===== config.mk =====
export PLATFORM = sky130hd
export DESIGN_NAME = hexa7seg_multi
export DESIGN_NICKNAME = d
export VERILOG_FILES = /design/src/rtl/hexa7seg_pkg.sv /design/src/rtl/hexa7seg_digit.sv /design/src/rtl/hexa7seg_multi.sv
export SDC_FILE = /design/constraint.sdc
export NUM_CORES = 1
export LEC_CHECK = 0
export ABC_AREA = 1
export BUFFER_PORTS_ARGS = -buffer_cell sky130_fd_sc_hd__buf_4
export CAP_MARGIN = 20
export CELL_PAD_IN_SITES_DETAIL_PLACEMENT = 0
export CELL_PAD_IN_SITES_GLOBAL_PLACEMENT = 1
export CORE_MARGIN = 2
export CORE_UTILIZATION = 35
export CTS_CLUSTER_SIZE = 8
export DETAILED_ROUTE_END_ITERATION = 8
export PLACE_DENSITY = 0.7
export SLEW_MARGIN = 0
export SYNTH_ARGS = -nofsm -noshare
export SYNTH_HDL_FRONTEND = slang
export SYNTH_SLANG_ARGS = --single-unit

===== constraint.sdc =====
create_clock -name clock_i -period 2.98 [get_ports clock_i]
set_input_delay 0.149 -clock clock_i [delete_from_list [all_inputs] [get_ports clock_i]]
set_output_delay 0.149 -clock clock_i [all_outputs]
set_load 0.02 [all_outputs]

===== src/rtl/hexa7seg_pkg.sv =====
// hexa7seg_pkg: segment pattern table, dark pattern and decode helper for the hex display driver
package hexa7seg_pkg;

    localparam logic [6:0] SEG_DARK = 7'b1111111;

    localparam logic [15:0][6:0] SEG_TABLE = {
        7'b0001110,
        7'b0000110,
        7'b0100001,
        7'b1000110,
        7'b0000011,
        7'b0001000,
        7'b0010000,
        7'b0000000,
        7'b1111000,
        7'b0000010,
        7'b0010010,
        7'b0011001,
        7'b0110000,
        7'b0100100,
        7'b1111001,
        7'b1000000
    };

    function automatic logic [6:0] seg_pattern(input logic [3:0] nibble, input logic active_low);
        return active_low ? SEG_TABLE[nibble] : ~SEG_TABLE[nibble];
    endfunction

    function automatic logic [6:0] seg_dark(input logic active_low);
        return active_low ? SEG_DARK : ~SEG_DARK;
    endfunction

endpackage


===== src/rtl/hexa7seg_digit.sv =====
// hexa7seg_digit: combinational nibble to seven-segment decoder with a forced-dark input
module hexa7seg_digit
    import hexa7seg_pkg::*;
#(
    parameter bit ACTIVE_LOW = 1'b1
) (
    input  logic [3:0] nibble_i,
    input  logic       dark_i,
    output logic [6:0] seg_o
);

    // dark overrides the decoded glyph
    always_comb seg_o = dark_i ? seg_dark(ACTIVE_LOW) : seg_pattern(nibble_i, ACTIVE_LOW);

endmodule


===== src/rtl/hexa7seg_multi.sv =====
// hexa7seg_multi: multi-digit hex display driver with blanking, blinking and leading-zero suppression
module hexa7seg_multi
    import hexa7seg_pkg::*;
#(
    parameter int N_DIGITS  = 6,
    parameter int BLINK_DIV = 25_000_000,
    parameter bit ACTIVE_LOW = 1'b1
) (
    input  logic                  clock_i,
    input  logic                  reset_i,
    input  logic                  load_i,
    input  logic [4*N_DIGITS-1:0] value_i,
    input  logic [N_DIGITS-1:0]   blank_mask_i,
    input  logic [N_DIGITS-1:0]   blink_mask_i,
    input  logic                  lz_blank_i,
    output logic [7*N_DIGITS-1:0] display_o,
    output logic                  blink_phase_o
);

    localparam int CW = $clog2(BLINK_DIV);
    localparam logic [CW-1:0] CNT_MAX = CW'(BLINK_DIV - 1);

    logic [4*N_DIGITS-1:0] val_q, val_d;
    logic [CW-1:0]         cnt_q, cnt_d;
    logic                  phase_q, phase_d;
    logic                  zero_run;
    logic [N_DIGITS-1:0]   dark;
    logic [7*N_DIGITS-1:0] display_q, display_d;

    // load restarts the prescaler so a fresh value is visible at once
    always_comb begin
        val_d   = load_i ? value_i : val_q;
        cnt_d   = (load_i || cnt_q == CNT_MAX) ? '0 : cnt_q + 1'b1;
        phase_d = load_i ? 1'b0 : phase_q ^ (cnt_q == CNT_MAX);
    end

    // darkness per digit: forced blank, blink phase, then leading zeros scanned from the MSB
    always_comb begin
        zero_run = 1'b1;
        dark     = '0;
        for (int i = N_DIGITS - 1; i >= 0; i--) begin
            zero_run = zero_run && (val_q[4*i +: 4] == 4'd0);
            dark[i]  = blank_mask_i[i] || (blink_mask_i[i] && phase_q) || (lz_blank_i && i != 0 && zero_run);
        end
    end

    for (genvar g = 0; g < N_DIGITS; g++) begin : gen_digit
        hexa7seg_digit #(.ACTIVE_LOW(ACTIVE_LOW)) u_digit (
            .nibble_i (val_q[4*g +: 4]),
            .dark_i   (dark[g]),
            .seg_o    (display_d[7*g +: 7])
        );
    end

    // holding register and blink prescaler
    always_ff @(posedge clock_i or posedge reset_i) begin
        if (reset_i) begin
            val_q   <= '0;
            cnt_q   <= '0;
            phase_q <= 1'b0;
        end else begin
            val_q   <= val_d;
            cnt_q   <= cnt_d;
            phase_q <= phase_d;
        end
    end

    // registered segment outputs, dark while in reset
    always_ff @(posedge clock_i or posedge reset_i) begin
        if (reset_i) display_q <= {N_DIGITS{seg_dark(ACTIVE_LOW)}};
        else display_q <= display_d;
    end

    assign display_o     = display_q;
    assign blink_phase_o = phase_q;

endmodule


# Word level (Yosys, flattened, before mapping)
# Memories as Yosys holds them, arrays and structs flattened.
# Cells that the tools add are included.
[totals]
regBits = 92
latchBits = 0
mem_bits_rw = 0
rom_bits = 672
in_bits = 40
output_inout_bits = 43
elab_cells = 65
n_memories = 6
[mem_list]
columns = ["name", "words", "width", "rd", "rd_clocked_by_memory_dff", "wr", "line", "text"]
rows = [
  ["(no name shown)", 16, 7, 1, 0, 0, "hexa7seg_pkg.sv:26", "return active_low ? SEG_TABLE[nibble] : ~SEG_TABLE[nibble];"],
  ["(no name shown)", 16, 7, 1, 0, 0, "hexa7seg_pkg.sv:26", ""],
  ["(no name shown)", 16, 7, 1, 0, 0, "hexa7seg_pkg.sv:26", ""],
  ["(no name shown)", 16, 7, 1, 0, 0, "hexa7seg_pkg.sv:26", ""],
  ["(no name shown)", 16, 7, 1, 0, 0, "hexa7seg_pkg.sv:26", ""],
  ["(no name shown)", 16, 7, 1, 0, 0, "hexa7seg_pkg.sv:26", ""],
]
[op_classes]
add_sub_neg = 1
multipliers = 0
div = 0
order_cmp = 6
n_eq_ne = 1
shift = 0
mux = 14
n_bitwise = 1
n_reduce_logical = 32
[op_table]
columns = ["cell", "count"]
rows = [
  ["2-to-1 mux 7 bit", 12],
  ["< comparator 4 x 5 -> 1 bit, second input constant", 6],
  ["adder 25 x 1 -> 25 bit, second input constant", 1],
  ["equality test 25 bit, second input constant", 1],
  ["2-to-1 mux 25 bit", 1],
  ["zero test 4 bit", 5],
  ["logical AND 1 bit", 15],
  ["logical OR 1 bit", 12],
  ["2-to-1 mux 1 bit", 1],
  ["XOR 1 bit", 1],
]

# Longest topological paths before layout
# Gate-level depths: netlist (run 1).
[logic_depth]
depth_word = 8
ltp_mapped = 9
mapped_depth_nobuf = 9

# Modules after synthesis
# A second synthesis (run 1) with hierarchy kept.
[hier_totals]
cells_unflattened = 706
area_unflattened_um2 = 5484.0
[by_module_without_submodules]
columns = ["mod", "instances", "cells_per_inst", "area_each_um2", "seq_area_each_um2"]
rows = [
  ["hexa7seg_multi", 1, 400, 3719.8, 2354.8],
  ["hexa7seg_digit", 6, 51, 294.0, 0.0],
]

# Least setup slack after synthesis (run 1)
# No wires, ideal clock.
[synth_path]
path_kind = "register to register"
from = "register val_q[20]"
to = "register display_q[22] (netlist: display_o[22])"
setup_time_ps = 64
t_arrival_ps = 1333
path_slack_ps = 1584
path_stages_with_launch = 9
synth_period_minus_slack_ps = 1396
cell_sequence = "dfrtp_1 -> inv_1 -> ha_1 -> nand4_1 -> nor2_4 -> nand2_1 -> nand2_1 -> inv_2 -> nand3_1"
[synth_via]
elab_chain_cells = 6
[synth_rtl]
columns = ["item", "line", "text"]
rows = [
  ["from (decl)", "hexa7seg_multi.sv:23", "logic [4*N_DIGITS-1:0] val_q, val_d;"],
  ["from (signal assigned)", "hexa7seg_multi.sv:62", "val_q <= val_d;"],
  ["zero test 4 bit", "hexa7seg_multi.sv:42", "zero_run = zero_run && (val_q[4*i +: 4] == 4'd0);"],
  ["logical AND 1 bit (2 in series)", "hexa7seg_multi.sv:42", ""],
  ["logical AND 1 bit", "hexa7seg_multi.sv:43", "dark[i] = blank_mask_i[i] || (blink_mask_i[i] && phase_q) || (lz_blank_i && i != 0 && zero_run);"],
  ["logical OR 1 bit", "hexa7seg_multi.sv:43", ""],
  ["2-to-1 mux 7 bit", "hexa7seg_digit.sv:13", "always_comb seg_o = dark_i ? seg_dark(ACTIVE_LOW) : seg_pattern(nibble_i, ACTIVE_LOW);"],
  ["named net display_d[22]", "hexa7seg_multi.sv:28", "logic [7*N_DIGITS-1:0] display_q, display_d;"],
  ["to (signal assigned)", "hexa7seg_multi.sv:70", "if (reset_i) display_q <= {N_DIGITS{seg_dark(ACTIVE_LOW)}};"],
  ["to (signal assigned)", "hexa7seg_multi.sv:71", "else display_q <= display_d;"],
  ["to (decl)", "hexa7seg_multi.sv:28", ""],
]
# The timed path passes the listed nets, and every way through them passes these cells.
# A chain may end at the register's enable or synchronous reset.

# Worst setup path after layout (run 1)
[layout_path]
from = "register val_q[20]"
to = "register display_q[24] (netlist: display_o[24])"
# The elaborated chain is that of the path after synthesis.

==> flow_metrics.env, run 1 <==
export IMPL_outcome="complete, no violations"
export IMPL_via_per_inst=4.73
export IMPL_fin_worst_skew_ns=0.00520
export IMPL_max_freq_mhz=597
export IMPL_cts_tree="done"
export IMPL_post_cts_buffers=0
export IMPL_rsz0062_at_grt="no"
export IMPL_overflow=0
export IMPL_worstSetupPathType="reg2reg"
export IMPL_p_leak_nw=2.78
export IMPL_h_tree_depth=3
export IMPL_clockBufferDepth=2
export IMPL_gp_congestion=0.817
export IMPL_diodes=0
export IMPL_fin_util_pct=43.1
export IMPL_grt_use_total_pct=16.0
export IMPL_p_per_area_nw_per_um2=515
export IMPL_nets=782
export IMPL_maxSlewHeadroom_pct=42.2
export IMPL_cp_max_fo=6
export IMPL_period_share_pct=56.3
export IMPL_clk_pin_slew_ns=0.07
export IMPL_ys_types=38
export IMPL_root_buffer="clkbuf_16"
export IMPL_cp_common_cell="nand2_1"
export IMPL_path_cells="inv_1 -> ha_1 -> nand4_1 -> nor2_4 -> nand2_1 -> nand2_1 -> inv_2 -> nand3_1"
export IMPL_synthCells=629
export IMPL_yosysTopAreaCell="dfrtp_1"
export IMPL_grt_pass1_wl_um=20200
export IMPL_clock_latency_ns=0.35
export IMPL_cts_buffers=9
export IMPL_fp_row_count=44
export IMPL_vdd_drop_max_mv=0.262
export IMPL_avgRoutedWirePerCell_um=13.2
export IMPL_first_iter_violations=227
export IMPL_drive_gt1_share_pct=22.1
export IMPL_start_kind="flop"
export IMPL_vias=4250
export IMPL_synth_ff_type="dfrtp_1"
export IMPL_drc=0
export IMPL_period_minus_slack_ns=1.68
export IMPL_cts_sinks=92
export IMPL_critical_path_required_ns=3.27
export IMPL_worst_setup_path_end_kind="flop"
export IMPL_io_pins=83
export IMPL_synth_commonest_cells="161 x nand2_1, 82 x nor2_1, 61 x inv_1"
export IMPL_grt_max_degree=51
export IMPL_dp_hpwl_um=8950
export IMPL_maxCapViolCount=0
export IMPL_antenna_found_initial=0
export IMPL_wl_um=11900
export IMPL_die_h_um=125
export IMPL_yosysTopAreaCellShare_pct=24.6
export IMPL_syn_cell_area_um2=5090
export IMPL_synthTopCellsByArea="dfrtp_1 25%, dfstp_2 22%, nand2_1 12%"
export IMPL_port_buffers=82
export IMPL_area_growth_pct=21.6
export IMPL_ant_nets=0
export IMPL_ys_ff_latch=92
export IMPL_initial_core_util_pct=35.4
export IMPL_hold_viol=0
export IMPL_synth_edf_count=0
export IMPL_dr_pass1_iters=4
export IMPL_die_w_um=125
export IMPL_yosysWarnings=0
export IMPL_synth_net_count=701
export IMPL_final_setup_viol_count=0
export IMPL_worstMarginPinSlew_ns=0.866
export IMPL_max_stage_delay_ns=0.40
export IMPL_cp_data_arrival_time_ns=1.96
export IMPL_core_area_um2=14400
export IMPL_finalSetupTns_ns=0
export IMPL_n_fill_cell=1477
export IMPL_synth_most_common_cell="nand2_1"
export IMPL_synthArstFlopShare_pct=100
export IMPL_hp_class="in2reg"
export IMPL_cpMaxStageDelayCell="dfrtp_1"
export IMPL_drv_slew=0
export IMPL_finalPower_mw=3.19
export IMPL_synth_yosys_seq_area_share_pct=46.2
export IMPL_syn_avg_cell_area_um2=8.10
export IMPL_grt_pass1_vias=4165
export IMPL_dieArea_um2=15500
[worst max-delay path: cells and delay by family (launching register included)]
kind	cells	cell delay, ns
adders and majority gates	1	0.22
DFF	1	0.40
buffers and inverters	2	0.22
and+or+nand+nor	5	0.77
[logic make-up after synthesis]
family | share of synthesized area [%]
AOI/OAI and AO/OA | 11.8
buffers and inverters | 6.90
xor gates and xnor gates | 2.41
DFF | 46.2
adders and majority gates | 7.86
and+or+nand+nor | 24.7
[placed cells by master, fill, tap and decap left out, types with 2 or more instances in the layout]
cell type      Yosys  final
nor2_2             4      4
o22ai_1            3      3
a31oi_1            4      4
o221ai_1           3      3
clkinvlp_4         0      3
ha_1              32     32
nand3_1           45     45
o211ai_1           8      8
xnor2_1            4      4
nor2_4             2      2
dfstp_2           42     42
nor2_1            82     82
clkbuf_16          0      9
o21ai_0           58     58
inv_2              3      3
dfrtp_1           50     50
a32oi_1            2      2
dlygate4sd3_1      0      5
a21oi_1           21     21
nand2_1          161    161
clkinv_2           1      5
buf_4              0     84
xor2_1            10     10
inv_1             61     60
[area by class of cell]
type | count | area (um^2) | area share [%]
Sequential cell | 92 | 2350 | 38.0
Multi-Input combinational cell | 452 | 2390 | 38.5
Timing Repair Buffer | 89 | 681 | 11.0
Clock buffer | 9 | 225 | 3.64
Clock inverter | 7 | 67.6 | 1.09
Inverter | 66 | 250 | 4.04
Tap cell | 184 | 230 | 3.72
[metrics by stage]
step / hold slack (ns) / cell area, um^2 / instances / worst slack, ns
floorplan: 0.265 / 5090 / 629 / 0.509
global placement: 0.361 / 5850 / 878 / 1.36
detailed placement: 0.363 / 5850 / 878 / 1.33
CTS: 0.00495 / 6190 / 899 / 1.30
global route: 0.0199 / 6190 / 899 / 1.16
finish: 0.0130 / 6190 / 899 / 1.30
[path summary, 6_finish.rpt]
path,endpoint,slack [ns],startpoint,cells after the start
max in group asynchronous,display_o[40]$_DFF_PP1_,1.58,reset_i,4
worst min register to register,cnt_q[0]$_DFF_PP0_,0.54,cnt_q[0]$_DFF_PP0_,1
min in group asynchronous,val_q[15]$_DFFE_PP0P_,0.53,reset_i,3
worst max register to register,display_o[24]$_DFF_PP1_,1.30,val_q[20]$_DFFE_PP0P_,8
worst min-delay path,val_q[17]$_DFFE_PP0P_,0.01,value_i[17],3
worst max-delay path,display_o[24]$_DFF_PP1_,1.30,val_q[20]$_DFFE_PP0P_,8
[state kept, by name (all words and copies together), names as in the netlist]
name and count:
display_o 42, cnt_q 25, blink_phase_o 1, val_q 24
[report_power, final]
| part | switching [mW] | leakage [nW] | total [mW] | internal, mW |
|---|---|---|---|---|
| combinational | 0.351 | 1.55 | 0.582 | 0.232 |
| sequential | 0.0751 | 1.09 | 1.47 | 1.39 |
| clock | 0.495 | 0.137 | 1.14 | 0.645 |
| total | 0.921 | 2.78 | 3.19 | 2.27 |
[metal layers]
metal  wire length [um]  track usage (%)
met1               5600             21.6
met2               5570             25.8
met3                435             2.53
met4                245             6.35
met5                  0                0
[repair_timing]
item                      CTS  global route
hold buffers                5             0
resized for setup           0             0
hold endpoints to repair   24             0
Power figures use the tool's default switching activity.
==> inputs of run 2 (changes only) <==
clock period = 1.59 ns   (was 2.98 ns; I/O delays follow)
==> run 2 against run 1 <==
- first-iteration DRC count is 12% lower
- total power is 97% higher
- clock-buffer cell count is 3 higher
- critical path depth is 5 lower
- largest power group unchanged
==> flow_metrics.env, run 2 (synthesis gave the netlist of run 1 again) <==
export IMPL_die_w_um=125
export IMPL_p_leak_nw=3.04
export IMPL_worst_setup_path_end_kind="flop"
export IMPL_period_minus_slack_ns=1.51
export IMPL_root_buffer="clkbuf_16"
export IMPL_initial_core_util_pct=35.4
export IMPL_max_freq_mhz=664
export IMPL_fp_row_count=44
export IMPL_final_cells=952
export IMPL_critical_path_buf_inv_count=1
export IMPL_period_share_pct=94.7
export IMPL_dp_cells=902
export IMPL_clockBufferDepth=2
export IMPL_seq_area_um2=2350
export IMPL_antenna_found_initial=0
export IMPL_dp_hpwl_um=9090
export IMPL_avgRoutedWirePerCell_um=13.2
export IMPL_timing_rr_start="blink_phase_o$_DFF_PP0_"
export IMPL_cp_data_arrival_time_ns=1.78
export IMPL_first_iter_violations=200
export IMPL_rsz0062_at_grt="yes"
export IMPL_finalPower_mw=6.27
export IMPL_maxCapViolCount=0
export IMPL_path_cells="a21oi_1 -> dlygate4sd3_1 -> nand3_1"
export IMPL_grt_pass1_wl_um=20900
export IMPL_cts_tree="done"
export IMPL_dr_pass1_iters=4
export IMPL_fin_hold_ws_ns=0.0189
export IMPL_final_common_cell="nand2_1"
export IMPL_path_delay_family="buffers and inverters"
export IMPL_gp_congestion=0.840
export IMPL_grt_use_total_pct=16.6
export IMPL_clock_latency_ns=0.35
export IMPL_drc=0
export IMPL_outcome="complete, no violations"
export IMPL_cpMaxStageDelayCell="dlygate4sd3_1"
export IMPL_clk_pin_slew_ns=0.06
export IMPL_io_pins=83
export IMPL_worstMarginPinSlew_ns=0.515
export IMPL_h_tree_depth=3
export IMPL_maxSlewHeadroom_pct=65.7
export IMPL_max_stage_delay_ns=0.60
export IMPL_drv_slew=0
export IMPL_place_ws_ns=-0.0186
export IMPL_cp_max_fo=7
export IMPL_min_delay_start="blink_mask_i[3]"
export IMPL_overflow=0
export IMPL_final_setup_viol_count=0
export IMPL_worstSetupPathType="reg2reg"
export IMPL_multi_input_area_um2=2430
export IMPL_drive_gt1_share_pct=24.5
export IMPL_area_growth_pct=32.4
export IMPL_finalSetupTns_ns=0
export IMPL_die_h_um=125
export IMPL_hp_class="in2reg"
export IMPL_via_per_inst=4.75
export IMPL_core_area_um2=14400
export IMPL_nets=835
export IMPL_grt_max_degree=93
export IMPL_ant_nets=0
export IMPL_hold_viol=0
export IMPL_port_buffers=82
export IMPL_fin_worst_skew_ns=0.00569
export IMPL_wl_um=12600
export IMPL_vias=4519
export IMPL_critical_path_required_ns=1.86
export IMPL_cp_startpoint="blink_phase_o$_DFF_PP0_"
export IMPL_cts_sinks=92
export IMPL_grt_pass1_vias=4467
export IMPL_layout_common_cells="159 x nand2_1, 108 x buf_4, 81 x nor2_1"
export IMPL_n_fill_cell=1416
export IMPL_cts_buffers=9
export IMPL_vdd_drop_max_mv=0.482
export IMPL_dieArea_um2=15500
export IMPL_layout_setup_ws_ns=0.0844
export IMPL_p_per_area_nw_per_um2=930
export IMPL_largest_register_ffs=42
export IMPL_start_kind="flop"
export IMPL_diodes=0
-- run 2: cell count changes in the layout (fill, tap and decap cells not counted), sizes merged --
cell | previous run | this run
dlygate4sd3 | 5 | 33
buf | 84 | 109
clkbuf | 9 | 12
clkinv | 6 | 4
clkinvlp | 3 | 1
bufinv | 1 | 2
-- run 2: area by class of cell --
type                            count  area share, %
Inverter                           66           3.75
Tap cell                          184           3.41
Timing Repair Buffer              142           17.2
Clock inverter                      4           1.10
Multi-Input combinational cell    452           36.1
Sequential cell                    92           34.9
Clock buffer                       12           3.51
-- run 2: through the flow --
step | cell area, um^2 | util (%)
after global placement | 6050 | 42.1
after global routing | 6740 | 46.9
after CTS | 6690 | 46.6
final | 6740 | 46.9
after detailed placement | 6050 | 42.1
after floorplan | 5100 | -
-- run 2: worst paths after layout --
| path | end | slack (ns) | depth (start not counted) |
|---|---|---|---|
| worst max-delay path | display_o[1]$_DFF_PP1_ | 0.08 | 3 |
| worst min-delay path | display_o[23]$_DFF_PP1_ | 0.02 | 3 |
| worst max register to register | display_o[1]$_DFF_PP1_ | 0.08 | 3 |
| worst min register to register | display_o[30]$_DFF_PP1_ | 0.53 | 3 |
| max in group asynchronous | display_o[18]$_DFF_PP1_ | 0.76 | 4 |
| min in group asynchronous | cnt_q[12]$_DFF_PP0_ | 0.38 | 4 |
-- run 2: timing repair --
item,4_1_cts,5_1_grt
setup buffers,0,1
gates resized for setup,1,11
cloned,0,0
hold endpoints to repair,84,0
hold buffers,33,0
pin swaps,0,4
setup endpoints to repair,2,45
-- run 2: layer usage --
layer / global-route usage (%) / routed length [um] / vias to the layer above
met3: 3.01 / 415 / 24
met4: 7.27 / 303 / 0
met2: 27.7 / 6210 / 97
met1: 21.0 / 5680 / 2104
li1: - / - / 2294
met5: 0 / 0 / -
-- run 2: worst min-delay path, cell delays in order --
cell and delay [ns]:
buf_4 0.08, a21oi_1 0.08, o2111ai_1 0.10
-- run 2: power by group --
part	switching [mW]	internal (mW)
clock	0.901	1.38
combinational	0.722	0.543
sequential	0.116	2.61
